`config.mk`:
```
export PLATFORM = sky130hd
export DESIGN_NAME = alu_operand_stage_flat
export DESIGN_NICKNAME = d
export VERILOG_FILES = /design/src/rtl/alu_pkg.sv /design/src/rtl/alu_operand_stage_if.sv /design/src/rtl/alu_regfile.sv /design/src/rtl/alu_operand_stage.sv /design/src/flat_wrapper.sv
export SDC_FILE = /design/constraint.sdc
export NUM_CORES = 1
export LEC_CHECK = 0
export BUFFER_PORTS_ARGS = -buffer_cell sky130_fd_sc_hd__buf_4
export CAP_MARGIN = 0
export CORE_AREA = 2 2 148 187
export DETAILED_ROUTE_END_ITERATION = 8
export DIE_AREA = 0 0 150 189
export PLACE_DENSITY_LB_ADDON = 0.3
export SLEW_MARGIN = 20
export SYNTH_ARGS = -nofsm -noshare
export SYNTH_HDL_FRONTEND = slang
export SYNTH_HIERARCHICAL = 1
export SYNTH_SLANG_ARGS = --single-unit
export TNS_END_PERCENT = 100
```
`constraint.sdc`:
```
create_clock -name clk -period 3.2 [get_ports clk]
set_input_delay 0.16 -clock clk [delete_from_list [all_inputs] [get_ports clk]]
set_output_delay 0.16 -clock clk [all_outputs]
set_load 0.02 [all_outputs]
```
`src/rtl/alu_pkg.sv`:
```
// Shared widths, PSR bit positions and ALU opcode encodings for the operand stage.
// Optional same-cycle bypass is selected with the OPSTAGE_BYPASS_EN macro in alu_operand_stage.
package alu_pkg;

  localparam int DATA_W  = 16;
  localparam int REG_CNT = 16;
  localparam int ADDR_W  = 4;
  localparam int OP_W    = 8;
  localparam int FLAG_W  = 5;
  localparam int IMM_W   = 8;

  // PSR layout ZCFNL
  localparam int FLAG_Z = 4;
  localparam int FLAG_C = 3;
  localparam int FLAG_F = 2;
  localparam int FLAG_N = 1;
  localparam int FLAG_L = 0;

  typedef logic [FLAG_W-1:0] flags_t;

  typedef enum logic [OP_W-1:0] {
    OP_AND   = 8'h01,
    OP_OR    = 8'h02,
    OP_XOR   = 8'h03,
    OP_NOT   = 8'h04,
    OP_ADD   = 8'h05,
    OP_ADDU  = 8'h06,
    OP_ADDC  = 8'h07,
    OP_ADDCU = 8'h08,
    OP_SUB   = 8'h09,
    OP_CMPU  = 8'h0A,
    OP_CMP   = 8'h0B,
    OP_LSHI  = 8'h0C,
    OP_LSH   = 8'h0D
  } alu_op_e;

  // High nibble of the immediate-form opcodes
  localparam logic [3:0] OPI_ANDI = 4'h1;
  localparam logic [3:0] OPI_ORI  = 4'h2;
  localparam logic [3:0] OPI_XORI = 4'h3;
  localparam logic [3:0] OPI_ADDI = 4'h5;
  localparam logic [3:0] OPI_SUBI = 4'h9;
  localparam logic [3:0] OPI_CMPI = 4'hB;

  function automatic logic [DATA_W-1:0] ext_imm(input logic [IMM_W-1:0] imm, input logic sgn);
    return {{(DATA_W-IMM_W){sgn & imm[IMM_W-1]}}, imm};
  endfunction

endpackage

```
`src/rtl/alu_operand_stage_if.sv`:
```
// Issue, ALU-operand and writeback signals of the operand stage.
// slave = the stage itself, master = whoever drives it.
interface alu_operand_stage_if;
  import alu_pkg::*;

  logic                in_valid;
  logic                in_ready;
  logic [OP_W-1:0]     in_opcode;
  logic [ADDR_W-1:0]   in_rdest;
  logic [ADDR_W-1:0]   in_rsrc;
  logic [IMM_W-1:0]    in_imm;
  logic                in_imm_sel;
  logic                in_imm_signed;
  logic                out_valid;
  logic                out_ready;
  logic [DATA_W-1:0]   alu_a;
  logic [DATA_W-1:0]   alu_b;
  logic [OP_W-1:0]     alu_opcode;
  logic                alu_cin;
  logic [ADDR_W-1:0]   alu_rdest;
  logic                wb_en;
  logic [ADDR_W-1:0]   wb_addr;
  logic [DATA_W-1:0]   wb_data;
  logic                wb_flags_en;
  flags_t              wb_flags;
  flags_t              psr;

  modport slave (
    input  in_valid, in_opcode, in_rdest, in_rsrc, in_imm, in_imm_sel, in_imm_signed,
    input  out_ready, wb_en, wb_addr, wb_data, wb_flags_en, wb_flags,
    output in_ready, out_valid, alu_a, alu_b, alu_opcode, alu_cin, alu_rdest, psr
  );

  modport master (
    output in_valid, in_opcode, in_rdest, in_rsrc, in_imm, in_imm_sel, in_imm_signed,
    output out_ready, wb_en, wb_addr, wb_data, wb_flags_en, wb_flags,
    input  in_ready, out_valid, alu_a, alu_b, alu_opcode, alu_cin, alu_rdest, psr
  );

endinterface

```
`src/rtl/alu_regfile.sv`:
```
// 16x16 general register file: two combinational read ports, one clocked write port.
module alu_regfile
  import alu_pkg::*;
(
  input  logic              clk_i,
  input  logic              reset_n_i,
  input  logic [ADDR_W-1:0] rd_addr_a_i,
  input  logic [ADDR_W-1:0] rd_addr_b_i,
  output logic [DATA_W-1:0] rd_data_a_o,
  output logic [DATA_W-1:0] rd_data_b_o,
  input  logic              wr_en_i,
  input  logic [ADDR_W-1:0] wr_addr_i,
  input  logic [DATA_W-1:0] wr_data_i
);

  logic [DATA_W-1:0] regs_q [REG_CNT];

  always_ff @(posedge clk_i or negedge reset_n_i) begin
    if (!reset_n_i) begin
      for (int i = 0; i < REG_CNT; i++) regs_q[i] <= '0;
    end else if (wr_en_i) begin
      regs_q[wr_addr_i] <= wr_data_i;
    end
  end

  assign rd_data_a_o = regs_q[rd_addr_a_i];
  assign rd_data_b_o = regs_q[rd_addr_b_i];

endmodule

```
`src/rtl/alu_operand_stage.sv`:
```
// Operand-fetch stage ahead of the ALU: register file, PSR and one valid/ready output slot.
// Define OPSTAGE_BYPASS_EN to forward same-cycle writeback into captured and stalled operands.
module alu_operand_stage
  import alu_pkg::*;
(
  input  logic               clk,
  input  logic               reset_n,
  alu_operand_stage_if.slave bus
);

  logic [DATA_W-1:0] rd_a, rd_b, a_sel, b_sel;
  logic              cin_sel, in_ready, capture;

  logic              valid_q, valid_d;
  logic [DATA_W-1:0] a_q, a_d, b_q, b_d;
  logic [OP_W-1:0]   op_q, op_d;
  logic              cin_q, cin_d;
  logic [ADDR_W-1:0] rdest_q, rdest_d;
  flags_t            psr_q, psr_d;

  alu_regfile u_regfile (
    .clk_i       (clk),
    .reset_n_i   (reset_n),
    .rd_addr_a_i (bus.in_rdest),
    .rd_addr_b_i (bus.in_rsrc),
    .rd_data_a_o (rd_a),
    .rd_data_b_o (rd_b),
    .wr_en_i     (bus.wb_en),
    .wr_addr_i   (bus.wb_addr),
    .wr_data_i   (bus.wb_data)
  );

  assign in_ready = !valid_q || bus.out_ready;
  assign capture  = bus.in_valid && in_ready;

`ifdef OPSTAGE_BYPASS_EN
  logic [ADDR_W-1:0] tag_a_q, tag_a_d, tag_b_q, tag_b_d;
  logic              b_reg_q, b_reg_d;

  always_comb begin
    a_sel   = (bus.wb_en && bus.wb_addr == bus.in_rdest) ? bus.wb_data : rd_a;
    b_sel   = ext_imm(bus.in_imm, bus.in_imm_signed);
    if (!bus.in_imm_sel)
      b_sel = (bus.wb_en && bus.wb_addr == bus.in_rsrc) ? bus.wb_data : rd_b;
    cin_sel = bus.wb_flags_en ? bus.wb_flags[FLAG_C] : psr_q[FLAG_C];
  end
`else
  assign a_sel   = rd_a;
  assign b_sel   = bus.in_imm_sel ? ext_imm(bus.in_imm, bus.in_imm_signed) : rd_b;
  assign cin_sel = psr_q[FLAG_C];
`endif

  always_comb begin
    valid_d = valid_q;
    a_d     = a_q;
    b_d     = b_q;
    op_d    = op_q;
    cin_d   = cin_q;
    rdest_d = rdest_q;
    psr_d   = bus.wb_flags_en ? bus.wb_flags : psr_q;
`ifdef OPSTAGE_BYPASS_EN
    tag_a_d = tag_a_q;
    tag_b_d = tag_b_q;
    b_reg_d = b_reg_q;
`endif
    if (capture) begin
      valid_d = 1'b1;
      a_d     = a_sel;
      b_d     = b_sel;
      op_d    = bus.in_opcode;
      cin_d   = cin_sel;
      rdest_d = bus.in_rdest;
`ifdef OPSTAGE_BYPASS_EN
      tag_a_d = bus.in_rdest;
      tag_b_d = bus.in_rsrc;
      b_reg_d = !bus.in_imm_sel;
`endif
    end else if (bus.out_ready) begin
      valid_d = 1'b0;
`ifdef OPSTAGE_BYPASS_EN
    end else if (valid_q) begin
      // Stalled: keep held operands coherent with writeback to their source registers
      if (bus.wb_en && bus.wb_addr == tag_a_q) a_d = bus.wb_data;
      if (bus.wb_en && b_reg_q && bus.wb_addr == tag_b_q) b_d = bus.wb_data;
      if (bus.wb_flags_en) cin_d = bus.wb_flags[FLAG_C];
`endif
    end
  end

  always_ff @(posedge clk or negedge reset_n) begin
    if (!reset_n) begin
      valid_q <= 1'b0;
      a_q     <= '0;
      b_q     <= '0;
      op_q    <= '0;
      cin_q   <= 1'b0;
      rdest_q <= '0;
      psr_q   <= '0;
`ifdef OPSTAGE_BYPASS_EN
      tag_a_q <= '0;
      tag_b_q <= '0;
      b_reg_q <= 1'b0;
`endif
    end else begin
      valid_q <= valid_d;
      a_q     <= a_d;
      b_q     <= b_d;
      op_q    <= op_d;
      cin_q   <= cin_d;
      rdest_q <= rdest_d;
      psr_q   <= psr_d;
`ifdef OPSTAGE_BYPASS_EN
      tag_a_q <= tag_a_d;
      tag_b_q <= tag_b_d;
      b_reg_q <= b_reg_d;
`endif
    end
  end

  assign bus.in_ready   = in_ready;
  assign bus.out_valid  = valid_q;
  assign bus.alu_a      = a_q;
  assign bus.alu_b      = b_q;
  assign bus.alu_opcode = op_q;
  assign bus.alu_cin    = cin_q;
  assign bus.alu_rdest  = rdest_q;
  assign bus.psr        = psr_q;

endmodule

```
`src/flat_wrapper.sv`:
```
// flat-port wrapper written by rule: the top's interface ports become plain ports
module alu_operand_stage_flat import alu_pkg::*;
  (clk, reset_n, bus_in_valid, bus_in_opcode, bus_in_rdest, bus_in_rsrc, bus_in_imm, bus_in_imm_sel, bus_in_imm_signed, bus_out_ready, bus_wb_en, bus_wb_addr, bus_wb_data, bus_wb_flags_en, bus_wb_flags, bus_in_ready, bus_out_valid, bus_alu_a, bus_alu_b, bus_alu_opcode, bus_alu_cin, bus_alu_rdest, bus_psr);
  alu_operand_stage_if bus_i ();
  input  logic clk;
  input  logic reset_n;
  input wire logic [$bits(bus_i.in_valid)-1:0] bus_in_valid;
  input wire logic [$bits(bus_i.in_opcode)-1:0] bus_in_opcode;
  input wire logic [$bits(bus_i.in_rdest)-1:0] bus_in_rdest;
  input wire logic [$bits(bus_i.in_rsrc)-1:0] bus_in_rsrc;
  input wire logic [$bits(bus_i.in_imm)-1:0] bus_in_imm;
  input wire logic [$bits(bus_i.in_imm_sel)-1:0] bus_in_imm_sel;
  input wire logic [$bits(bus_i.in_imm_signed)-1:0] bus_in_imm_signed;
  input wire logic [$bits(bus_i.out_ready)-1:0] bus_out_ready;
  input wire logic [$bits(bus_i.wb_en)-1:0] bus_wb_en;
  input wire logic [$bits(bus_i.wb_addr)-1:0] bus_wb_addr;
  input wire logic [$bits(bus_i.wb_data)-1:0] bus_wb_data;
  input wire logic [$bits(bus_i.wb_flags_en)-1:0] bus_wb_flags_en;
  input wire logic [$bits(bus_i.wb_flags)-1:0] bus_wb_flags;
  output wire logic [$bits(bus_i.in_ready)-1:0] bus_in_ready;
  output wire logic [$bits(bus_i.out_valid)-1:0] bus_out_valid;
  output wire logic [$bits(bus_i.alu_a)-1:0] bus_alu_a;
  output wire logic [$bits(bus_i.alu_b)-1:0] bus_alu_b;
  output wire logic [$bits(bus_i.alu_opcode)-1:0] bus_alu_opcode;
  output wire logic [$bits(bus_i.alu_cin)-1:0] bus_alu_cin;
  output wire logic [$bits(bus_i.alu_rdest)-1:0] bus_alu_rdest;
  output wire logic [$bits(bus_i.psr)-1:0] bus_psr;
  assign bus_i.in_valid = bus_in_valid;
  assign bus_i.in_opcode = bus_in_opcode;
  assign bus_i.in_rdest = bus_in_rdest;
  assign bus_i.in_rsrc = bus_in_rsrc;
  assign bus_i.in_imm = bus_in_imm;
  assign bus_i.in_imm_sel = bus_in_imm_sel;
  assign bus_i.in_imm_signed = bus_in_imm_signed;
  assign bus_i.out_ready = bus_out_ready;
  assign bus_i.wb_en = bus_wb_en;
  assign bus_i.wb_addr = bus_wb_addr;
  assign bus_i.wb_data = bus_wb_data;
  assign bus_i.wb_flags_en = bus_wb_flags_en;
  assign bus_i.wb_flags = bus_wb_flags;
  assign bus_in_ready = bus_i.in_ready;
  assign bus_out_valid = bus_i.out_valid;
  assign bus_alu_a = bus_i.alu_a;
  assign bus_alu_b = bus_i.alu_b;
  assign bus_alu_opcode = bus_i.alu_opcode;
  assign bus_alu_cin = bus_i.alu_cin;
  assign bus_alu_rdest = bus_i.alu_rdest;
  assign bus_psr = bus_i.psr;
  alu_operand_stage u_core (.clk(clk), .reset_n(reset_n), .bus(bus_i));
endmodule
```
* Word-level counts from Yosys, hierarchy flattened *
Cells that the tools add are included.

storage, ports and cells
  register bits after elaboration = 307
  input bits = 57
  output and inout bits = 52

operators by class
  multiplexer cells = 12
  reduce and logical (&&, ||, !) cells = 5
  bitwise operators = 4
  magnitude comparators = 4

operator list
  kind                                                                           number
  256-bit bitwise mux                                                            1
  16-bit binary-select mux with 4-bit select                                     2
  16-bit 2-to-1 mux                                                              6
  16-bit demux with 4-bit select                                                 1
  5-bit >= comparator (second input constant)                                    3
  4-bit NOT with 5-bit output                                                    3
  5-bit by 1-bit less-than comparator with 1-bit output (second input constant)  1
  1-bit logical AND                                                              2
  1-bit 2-to-1 mux                                                               2
  2-bit nonzero test                                                             1
  1-bit bitwise AND                                                              1
  1-bit zero test                                                                1
  1-bit logical OR                                                               1

* Logic depth before layout (Yosys ltp) *
Gate-level depths: netlist of the first run.

  depth in word-level cells = 6
  mapped depth = 8
  mapped depth without buffers = 6

* Modules after synthesis *
The synthesis of the first run kept the hierarchy.

by module, submodules not included
  module             cells an instance  times used  area each (µm²)
  alu_regfile        849                1           13470.4
  alu_operand_stage  146                1           2260.9

* Worst setup path after synthesis of the first run *
Ideal clock, no wire load.

  path kind = input-to-reg
  start = input bus_in_rsrc[0]
  end = register u_core.b_q[13] (netlist: u_core/bus.alu_b[13])
  setup time = 0.125 ns
  cell stages on the path = 8
  arrival = 1.803 ns
  slack = 1.272 ns
  data required time = 3.075 ns
  cell sequence = buf_2 -> buf_2 -> mux4_2 -> a22oi_1 -> nand2_1 -> inv_1 -> o21ai_0 -> mux2_4

on the way
  longest elaborated chain between the ends = 5

RTL lines
  what                                                   line                      text
  start: declaration                                     flat_wrapper.sv:10        input wire logic [$bits(bus_i.in_rsrc)-1:0] bus_in_rsrc;
  4-bit NOT with 5-bit output (implied by the code)      alu_regfile.sv:27         assign rd_data_b_o = regs_q[rd_addr_b_i];
  16-bit binary-select mux with 4-bit select             alu_regfile.sv:27
  16-bit 2-to-1 mux (implied by the code) (2 in series)  alu_regfile.sv:27
  net u_core.rd_b[13]                                    alu_operand_stage.sv:11   logic [DATA_W-1:0] rd_a, rd_b, a_sel, b_sel;
  16-bit 2-to-1 mux                                      alu_operand_stage.sv:49   assign b_sel = bus.in_imm_sel ? ext_imm(bus.in_imm, bus.in_imm_signed) : rd_b;
  end signal: assignment                                 alu_operand_stage.sv:94   b_q <= '0;
  end signal: assignment                                 alu_operand_stage.sv:107  b_q <= b_d;
  end: declaration                                       alu_operand_stage.sv:15   logic [DATA_W-1:0] a_q, a_d, b_q, b_d;

The timed path passes the listed nets, and every way through them passes these cells. The select of a mux whose other input is x is not followed.
A chain may end at the register's enable or synchronous reset.

* Worst setup path after layout of the first run *
  start = register u_core/u_regfile/regs_q[70] (netlist bit)
  end = register u_core.b_q[6] (netlist: u_core/bus.alu_b[6])

on the way
  longest elaborated chain between the ends = 4

RTL lines
  what                                                   line                     text
  start: declaration                                     alu_regfile.sv:16        logic [DATA_W-1:0] regs_q [REG_CNT];
  start signal: indexed assignment                       alu_regfile.sv:22        regs_q[wr_addr_i] <= wr_data_i;
  16-bit binary-select mux with 4-bit select             alu_regfile.sv:27
  16-bit 2-to-1 mux (implied by the code) (2 in series)  alu_regfile.sv:27
  net u_core.rd_b[6]                                     alu_operand_stage.sv:11
  16-bit 2-to-1 mux                                      alu_operand_stage.sv:49

The timed path passes the listed nets, and every way through them passes these cells. The select of a mux whose other input is x is not followed.

==> results of run 1 <==
## cell type report
| class | instances | area, um2 |
|---|---|---|
| fillers | 1740 | 7940 |
| well taps | 345 | 432 |
| repair buffers | 198 | 1700 |
| inverters | 8 | 30.0 |
| clock inverters | 15 | 278 |
| multi-input cells | 591 | 7550 |
| flip-flops and latches | 307 | 7680 |
| diodes | 1 | 2.50 |
| clock buffers | 40 | 880 |
## cells in the final DEF, fill, tap and decap left out, types with 31 or more instances in the layout
cell type	netlist	routed
mux2_4	41	41
dfrtp_1	307	307
nand2_1	34	34
mux2_2	257	257
a22oi_1	64	64
dlygate4sd3_1	0	54
clkbuf_16	0	31
buf_4	7	137
mux4_2	128	128
## state kept, by name (all words and copies together), names as in the netlist
name                     cells
u_core/bus.alu_a            16
u_core/bus.alu_opcode        8
u_core/u_regfile/regs_q    256
u_core/bus.out_valid         1
u_core/bus.alu_rdest         4
u_core/bus.alu_cin           1
u_core/bus.alu_b            16
u_core/bus.psr               5
## through the flow
step	hold slack, ps	util (%)
2_1_floorplan	-136	-
3_3_place_gp	216	63.6
3_5_place_dp	219	63.6
4_1_cts	85.0	70.0
5_1_grt	113	70.0
6_report	97.7	70.0
## routing by layer
layer  global-route usage [%]  vias to the layer above
met5                        0                        -
met2                     50.0                      509
met3                     4.55                      140
met1                     40.8                     5403
li1                         -                     4125
met4                     13.3                        4
## logic make-up (layout without fill, tap and decap cells)
kind of cell	count (synthesis)	in the layout	synth area share, %
mux	434	434	41.1
buf+inv	97	261	3.50
compound gates	88	88	3.88
simple gates	69	69	2.64
flops	307	307	48.8
other cells	0	1	0
## final timing paths
path	from	slack (ps)	to
worst min register to register	u_core/bus.alu_rdest[3]$_DFFE_PN0P_	510	u_core/bus.alu_rdest[3]$_DFFE_PN0P_
worst min-delay path	bus_wb_addr[0]	100	u_core/u_regfile/regs_q[82]$_DFFE_PN0P_
min in group asynchronous	reset_n	190	u_core/bus.alu_opcode[1]$_DFFE_PN0P_
worst max register to register	u_core/u_regfile/regs_q[70]$_DFFE_PN0P_	990	u_core/bus.alu_b[6]$_DFFE_PN0P_
max in group asynchronous	reset_n	2060	u_core/u_regfile/regs_q[178]$_DFFE_PN0P_
worst max-delay path	u_core/u_regfile/regs_q[70]$_DFFE_PN0P_	990	u_core/bus.alu_b[6]$_DFFE_PN0P_
## critical path, stage by stage (launching register included)
cell and delay [ps]:
dfrtp_1 390, mux4_2 470, a22oi_1 200, nand2_1 180, mux2i_1 190, a31oi_1 110
dlygate4sd3_1 570
## power by group
| group | leakage [nW] | switching, W | total, W | internal, W |
|---|---|---|---|---|
| Combinational | 3.71 | 0.00115 | 0.00295 | 0.00181 |
| Sequential | 3.76 | 0.000685 | 0.00547 | 0.00478 |
| Clock | 0.571 | 0.00150 | 0.00406 | 0.00256 |
| Total | 8.03 | 0.00333 | 0.0125 | 0.00915 |
==> flow_metrics.py, run 1 <==
metrics = {
    "routing": {
        "top_layer_used": "met5",
        "avgViaCountPerCell": 6.76,
        "route.detailed.drc": 0,
        "wl_per_cell_um": 28.0,
        "vias": 10200,
        "wl_met1_um": 16200,
        "wl_met3_um": 3030,
        "wl_met2_um": 20900,
        "antenna_left": 0,
        "detail_route.first_pass.iterations": 5,
        "wirelength_um": 42200,
        "drt_iter0_markers": 719,
    },
    "synth": {
        "yosysSeqAreaShare_pct": 48.8,
        "synthFlopType": "dfrtp_1",
        "avgSynthCellArea_um2": 15.8,
        "synth_area_leaders": "dfrtp_1 49%, mux2_2 18%, mux4_2 18%",
        "synth_edf_count": 0,
        "ys_async_sr_fraction_pct": 100,
        "netlist_instances": 995,
        "synth_cell_types": 32,
        "syn_nets": 1052,
        "ys_ff_latch": 307,
        "synth_most_common_cell": "dfrtp_1",
        "synth_top_cell_by_area": "dfrtp_1",
        "syn_area_um2": 15700,
        "synth_top_cells_by_count": "307 x dfrtp_1, 257 x mux2_2, 128 x mux4_2",
        "synth_top_cell_area_share_pct": 48.8,
        "yosysWarnings": 6,
    },
    "clock_tree": {
        "cts_tree": "done",
        "post_cts_buffers": 0,
        "cts.path.max_buffers": 3,
        "clock-root-buffer": "clkbuf_16",
        "path_clk_slew_ps": 60,
        "hold_buffers": 54,
        "cts_made_buffers": 30,
        "cts-htree-levels": 1,
        "post_cts_resized": 0,
        "cts_sinks": 307,
        "clk-insertion-delay-late_ps": 550,
    },
    "setup_path": {
        "cp.arrival_ps": 2640,
        "required_ps": 3630,
        "path_max_fanout": 3,
        "reg2regPathDepth": 6,
        "startpoint_type": "register",
        "critPathCaptureType": "register",
        "critical_path_class": "register to register",
    },
    "sta": {
        "fin_crit_ps": 2210,
        "slew_violations": 0,
        "rsz0062_at_grt": "false",
        "finalSetupTns_ps": 0,
        "worstMarginPinSlew_ps": 1060,
        "finClkSkew_ps": 6.68,
        "setup_viol": 0,
        "period_share_pct": 69.1,
        "post-route-worst-setup-slack_ps": 989,
        "hold_violations": 0,
        "fmax_ghz": 0.452,
        "slew_headroom_pct": 29.5,
    },
    "floorplan": {
        "io-pin-count": 109,
        "die_w_um": 150,
        "die_y_um": 189,
        "start_util_pct": 59.4,
        "dieArea_um2": 28400,
        "core_area_um2": 26500,
        "rows": 67,
    },
    "global_route": {
        "antenna_found_initial": 3,
        "grt_pass1_wl_um": 64000,
        "grt_pass1_vias": 10700,
        "grt_overflow": 0,
        "grt_max_degree": 89,
        "groute.usage.overall_pct": 30.5,
    },
    "place": {
        "place_ws_ps": 936,
        "port_buffers": 108,
        "routabilityCongestion": 0.790,
        "dp.cells": 1395,
        "place_area_um2": 16900,
        "hpwl_um": 24400,
    },
    "run": {
        "maxCapViolations": 0,
    },
    "cells_and_area": {
        "nNetsFinal": 1193,
        "fin_area_um2": 18600,
        "final_cells": 1505,
        "area_delta_synth_final_pct": 17.9,
        "drive_above_1_share_pct": 55.5,
    },
    "pwr": {
        "cellPowerDensity_nw_per_um2": 673,
        "total_leakage_power_nw": 8.03,
        "finalPower_w": 0.0125,
        "peakVddDrop_v": 0.000389,
    },
    "worst_hold_path": {
        "hold_path_class": "primary input to register",
        "whs_path_depth": 3,
    },
    "status": {
        "run_status": "finished, final reports clean",
    },
}
Power figures use the tool's default switching activity.
==> run 2, diff against run 1 <==
--- a/config.mk
+++ b/config.mk
@@ -7,9 +7,9 @@
 export LEC_CHECK = 0
 export BUFFER_PORTS_ARGS = -buffer_cell sky130_fd_sc_hd__buf_4
 export CAP_MARGIN = 0
-export CORE_AREA = 2 2 148 187
+export CORE_AREA = 2 2 155 195
 export DETAILED_ROUTE_END_ITERATION = 8
-export DIE_AREA = 0 0 150 189
+export DIE_AREA = 0 0 157 197
 export PLACE_DENSITY_LB_ADDON = 0.3
 export SLEW_MARGIN = 20
 export SYNTH_ARGS = -nofsm -noshare
==> constraint.sdc (replaced) <==
create_clock -name clk -period 1.8 [get_ports clk]
set_input_delay 0.09 -clock clk [delete_from_list [all_inputs] [get_ports clk]]
set_output_delay 0.09 -clock clk [all_outputs]
set_load 0.02 [all_outputs]
==> run 2 against run 1 <==
Combinational power rose by 79%; non-clock buffer count rose by 32; power rose by 71%; sequential power rose by 77%; first-iteration DRC count rose by 20%; clock skew rose by 9.6 ps; largest power group unchanged; critical endpoint is now u_core/bus.alu_a[1]$_DFFE_PN0P_; register-to-register slack got worse by 910 ps; flip-flop and latch count did not move; clock power rose by 56%; sequential share of layout area fell by 0.97 points; final cell count rose by 5.5%.
==> flow_metrics.py, run 2 (synthesized netlist as in run 1, its figures left out) <==
metrics = {
    "status": {
        "run_status": "finished, final reports clean",
    },
    "setup_path": {
        "cp.arrival_ps": 2280,
        "startpoint_type": "primary input",
        "critPathCaptureType": "register",
        "required_ps": 2290,
        "path_max_fanout": 11,
        "critical_path_class": "primary input to register",
    },
    "cells_and_area": {
        "nNetsFinal": 1225,
        "area_delta_synth_final_pct": 20.8,
        "post-route-util_pct": 65.5,
        "final_cell_mix": "307 x dfrtp_1, 257 x mux2_2, 151 x buf_4",
        "fill_cells": 2024,
        "drive_above_1_share_pct": 57.1,
        "regArea_um2": 7680,
        "multiInputGateArea_um2": 7550,
        "largest_register_ffs": 256,
        "largest-register": "u_core/u_regfile/regs_q",
        "final_common_cell": "dfrtp_1",
    },
    "run": {
        "maxCapViolations": 0,
    },
    "global_route": {
        "groute.usage.overall_pct": 28.3,
        "grt_pass1_wl_um": 65000,
        "antenna_found_initial": 3,
        "grt_max_degree": 74,
        "grt_pass1_vias": 10600,
        "grt_overflow": 0,
    },
    "floorplan": {
        "rows": 70,
        "die_w_um": 157,
        "start_util_pct": 54.3,
        "dieArea_um2": 30900,
        "io-pin-count": 109,
        "die_y_um": 197,
        "core_area_um2": 29000,
    },
    "routing": {
        "route.detailed.drc": 0,
        "wl_per_cell_um": 26.7,
        "antenna_left": 0,
        "drt_iter0_markers": 861,
        "avgViaCountPerCell": 6.36,
        "vias": 10100,
        "detail_route.first_pass.iterations": 5,
        "wirelength_um": 42400,
    },
    "pwr": {
        "peakVddDrop_v": 0.000760,
        "finalPower_w": 0.0213,
        "total_leakage_power_nw": 8.22,
        "cellPowerDensity_nw_per_um2": 1120,
    },
    "sta": {
        "period_share_pct": 99.2,
        "rsz0062_at_grt": "false",
        "worstMarginPinSlew_ps": 1020,
        "setup_viol": 0,
        "slew_headroom_pct": 31.5,
        "fin_crit_ps": 1790,
        "fin_worst_hold_slack_ps": 24.7,
        "fmax_ghz": 0.560,
        "finClkSkew_ps": 16.2,
        "hold_violations": 0,
        "slew_violations": 0,
    },
    "place": {
        "port_buffers": 108,
        "routabilityCongestion": 0.811,
        "hpwl_um": 26400,
    },
    "clock_tree": {
        "cts.path.max_buffers": 3,
        "cts_sinks": 307,
        "path_clk_slew_ps": 60,
        "cts_made_buffers": 30,
        "clock-root-buffer": "clkbuf_16",
        "post_cts_buffers": 0,
        "clk-insertion-delay-late_ps": 570,
        "cts_tree": "done",
        "cts-htree-levels": 1,
    },
    "worst_hold_path": {
        "hold_path_class": "primary input to async pin",
    },
}
==> run 2: cell types whose count changed in the layout (fill, tap and decap cells not counted), sizes merged <==
cell	previous run	this run
clkbuf	40	43
dlygate4sd3	54	47
bufinv	8	2
buf	144	183
clkinv	6	9
==> run 2: what timing repair did <==
action / in CTS / in global routing
endpoints found under the hold margin: 588 / 0
setup endpoints to repair: 0 / 1
gates resized for setup: 0 / 1
hold buffers: 47 / 0
==> run 2: final cells by class <==
class | instances | share of cell area (%)
diodes | 1 | 0.0132
clock buffers | 43 | 4.64
clock inverters | 12 | 0.593
inverters | 8 | 0.158
multi-input cells | 591 | 39.8
flip-flops and latches | 307 | 40.4
well taps | 396 | 2.61
repair buffers | 230 | 11.8
==> run 2: path summary, 6_finish.rpt <==
| path | to | slack, ps | startpoint | cells past startpoint |
|---|---|---|---|---|
| max reg2reg | u_core/bus.alu_b[10]$_DFFE_PN0P_ | 80 | u_core/u_regfile/regs_q[74]$_DFFE_PN0P_ | 6 |
| min reg2reg | u_core/bus.alu_opcode[7]$_DFFE_PN0P_ | 510 | u_core/bus.alu_opcode[7]$_DFFE_PN0P_ | 1 |
| max in group asynchronous | u_core/u_regfile/regs_q[121]$_DFFE_PN0P_ | 1050 | reset_n | 3 |
| min in group clk | u_core/bus.alu_b[5]$_DFFE_PN0P_ | 80 | bus_in_imm_sel | 3 |
| max | u_core/bus.alu_a[1]$_DFFE_PN0P_ | 10 | bus_in_rdest[2] | 7 |
| min | u_core/u_regfile/regs_q[43]$_DFFE_PN0P_ | 20 | reset_n | 2 |
==> run 2: stage by stage <==
stage	setup slack (ps)	TNS, ps	cells	instance area [um2]
finish	14.7	0	1588	19000
global route	3.85	0	1587	19000
CTS	24.8	0	1587	19000
detailed placement	-75.1	-342	1485	17500
global placement	-272	-2260	1485	17500
floorplan	1.82	0	995	15700
==> run 2: power breakdown <==
part / switching [W] / leakage, nW / internal [W]
registers: 0.00120 / 3.76 / 0.00850
clock network: 0.00268 / 0.496 / 0.00367
logic: 0.00200 / 3.97 / 0.00328
total: 0.00588 / 8.22 / 0.0155
==> run 2: critical path, cell delays in order <==
cell and delay (ps):
dlygate4sd3_1 550, buf_4 160, nor2b_2 790, buf_4 330
a22oi_1 100, nand2_1 90, mux2_4 150
==> run 2: metal layers <==
metal | up-vias | track usage (%) | part of all wire, %
met4 | 4 | 9.04 | 3.0
li1 | 4199 | - | -
met5 | - | 0 | 0.064
met3 | 88 | 4.97 | 7.0
met1 | 5385 | 38.5 | 40
met2 | 428 | 46.9 | 50
==> run 3, diff against run 2 <==
--- a/config.mk
+++ b/config.mk
@@ -10,6 +10,8 @@
 export CORE_AREA = 2 2 155 195
 export DETAILED_ROUTE_END_ITERATION = 8
 export DIE_AREA = 0 0 157 197
+export GPL_ROUTABILITY_DRIVEN = 0
+export MAX_ROUTING_LAYER = met4
 export PLACE_DENSITY_LB_ADDON = 0.3
 export SLEW_MARGIN = 20
 export SYNTH_ARGS = -nofsm -noshare
==> run 3 against run 2 <==
Register-to-register slack about the same; sequential power about the same; combinational power about the same; die area unchanged; first-iteration DRC count increased by 2.9%; non-clock buffer count unchanged; via count increased by 0.68%; design area about the same; fmax increased by 0.41%; power about the same; critical endpoint unchanged.
==> flow_metrics.py, run 3 (synthesized netlist as in run 1, its figures left out) <==
metrics = {
    "status": {
        "run_status": "finished, final reports clean",
    },
    "pwr": {
        "total_leakage_power_nw": 8.22,
        "comb_power_share_pct": 24.8,
        "p_switching_w": 0.00588,
        "peakVddDrop_v": 0.000754,
        "swShare_pct": 27.6,
        "pwr-share-seq_pct": 45.5,
        "power.internal_w": 0.0155,
        "power_frac_clock_pct": 29.7,
        "cellPowerDensity_nw_per_um2": 1120,
    },
    "setup_path": {
        "required_ps": 2290,
        "crit_slowest_cell": "nor2b_2",
        "cp_top_family": "buffers and inverters",
        "cp_num_buf_inv": 3,
        "critPathCaptureType": "register",
        "cp.arrival_ps": 2270,
        "max_stage_delay_ps": 780,
        "cpMostUsedCell": "buf_4",
        "startpoint_type": "primary input",
        "path_max_fanout": 11,
        "cp_cell_sequence": "dlygate4sd3_1 -> buf_4 -> nor2b_2 -> buf_4 -> a22oi_1 -> nand2_1 -> mux2_4",
        "critical_path_class": "primary input to register",
    },
    "routing": {
        "antenna_left": 0,
        "wl_met1_um": 17200,
        "detail_route.first_pass.iterations": 7,
        "route.detailed.drc": 0,
        "drt_iter0_markers": 886,
        "wirelength_um": 42600,
        "top_layer_used": "met4",
        "wl_met2_um": 21200,
        "vias": 10200,
        "avgViaCountPerCell": 6.40,
        "wl_met3_um": 2970,
        "wl_per_cell_um": 26.8,
    },
    "cells_and_area": {
        "final_common_cell": "dfrtp_1",
        "drive_above_1_share_pct": 57.1,
        "fill_cells": 2023,
        "final_cell_mix": "307 x dfrtp_1, 257 x mux2_2, 151 x buf_4",
        "nNetsFinal": 1225,
        "largest-register": "u_core/u_regfile/regs_q",
        "multiInputGateArea_um2": 7550,
        "largest_register_ffs": 256,
        "area_delta_synth_final_pct": 20.8,
        "regArea_um2": 7680,
    },
    "global_route": {
        "antenna_found_initial": 2,
        "groute.usage.overall_pct": 29.2,
        "grt_pass1_vias": 10600,
        "grt_pass1_wl_um": 65000,
        "grt_overflow": 0,
        "grt_max_degree": 74,
    },
    "sta": {
        "fmax_ghz": 0.562,
        "slew_violations": 0,
        "finalSetupTns_ps": 0,
        "fin_crit_ps": 1780,
        "setup_viol": 0,
        "period_share_pct": 98.8,
        "slew_headroom_pct": 32.3,
        "hold_violations": 0,
        "finClkSkew_ps": 17.8,
        "fin_worst_hold_slack_ps": 25.0,
        "worstMarginPinSlew_ps": 1010,
        "rsz0062_at_grt": "false",
    },
    "clock_tree": {
        "cts.path.max_buffers": 3,
        "cts-htree-levels": 1,
        "cts_sinks": 307,
        "path_clk_slew_ps": 60,
        "post_cts_buffers": 0,
        "clock-root-buffer": "clkbuf_16",
        "cts_made_buffers": 30,
        "cts_tree": "done",
        "clk-insertion-delay-late_ps": 570,
    },
    "run": {
        "maxCapViolations": 0,
    },
    "floorplan": {
        "start_util_pct": 54.3,
        "core_area_um2": 29000,
        "rows": 70,
        "dieArea_um2": 30900,
        "die_w_um": 157,
        "die_y_um": 197,
        "io-pin-count": 109,
    },
    "place": {
        "hpwl_um": 26400,
        "port_buffers": 108,
    },
    "worst_hold_path": {
        "hold_path_class": "primary input to async pin",
    },
}
-- run 3: cell types whose count changed in the layout (fill, tap and decap cells not counted) --
cell and change:
diode_2 +1
-- run 3: worst paths after layout --
path	startpoint	end	slack, ps	cells past startpoint
max in group asynchronous	reset_n	u_core/u_regfile/regs_q[121]$_DFFE_PN0P_	1050	3
setup / recovery	bus_in_rdest[2]	u_core/bus.alu_a[1]$_DFFE_PN0P_	20	7
min in group clk	bus_in_imm_sel	u_core/bus.alu_b[5]$_DFFE_PN0P_	80	3
setup reg to reg	u_core/u_regfile/regs_q[74]$_DFFE_PN0P_	u_core/bus.alu_b[10]$_DFFE_PN0P_	80	6
hold / removal	reset_n	u_core/u_regfile/regs_q[43]$_DFFE_PN0P_	30	2
hold reg to reg	u_core/bus.alu_opcode[7]$_DFFE_PN0P_	u_core/bus.alu_opcode[7]$_DFFE_PN0P_	510	1
-- run 3: final cells by class --
type	count	share of cell area (%)
clock buffer	43	4.64
inverter	8	0.158
antenna	2	0.0263
clock inverter	12	0.593
timing repair buffer	230	11.8
sequential	307	40.4
multi-input combinational	591	39.8
tap	396	2.61
-- run 3: layer usage --
layer / vias up / GRT usage [%]
met4: 0 / 9.00
met1: 5426 / 38.7
li1: 4204 / -
met3: 82 / 4.68
met2: 461 / 46.9
met5: - / -
-- run 3: repair_timing --
item / 4_1_cts / 5_1_grt
hold endpoints to repair: 588 / 0
hold buffers: 47 / 0
endpoints found under the setup margin: 0 / 1
gates resized for setup: 0 / 1
-- run 3: through the flow --
stage	instance area, um2	power [W]	utilization (%)	worst slack [ps]	std cells
final	19000	0.0213	65.5	21.9	1589
after global routing	19000	0.0222	65.5	3.96	1589
after CTS	19000	0.0214	65.5	24.8	1587
after detailed placement	17500	0.0150	60.5	-75.1	1485
after global placement	17500	0.0147	60.4	-272	1485
after floorplan	15700	0.0131	-	1.82	995
-- run 3: power groups by stage --
| stage | Sequential, W | Clock [W] | Combinational [W] |
|---|---|---|---|
| 2_1_floorplan | 0.00965 | 0 | 0.00349 |
| 3_3_place_gp | 0.00966 | 0 | 0.00504 |
| 3_5_place_dp | 0.00977 | 0 | 0.00518 |
| 4_1_cts | 0.00966 | 0.00644 | 0.00529 |
| 5_1_grt | 0.00989 | 0.00673 | 0.00564 |
| 6_report | 0.00971 | 0.00634 | 0.00528 |
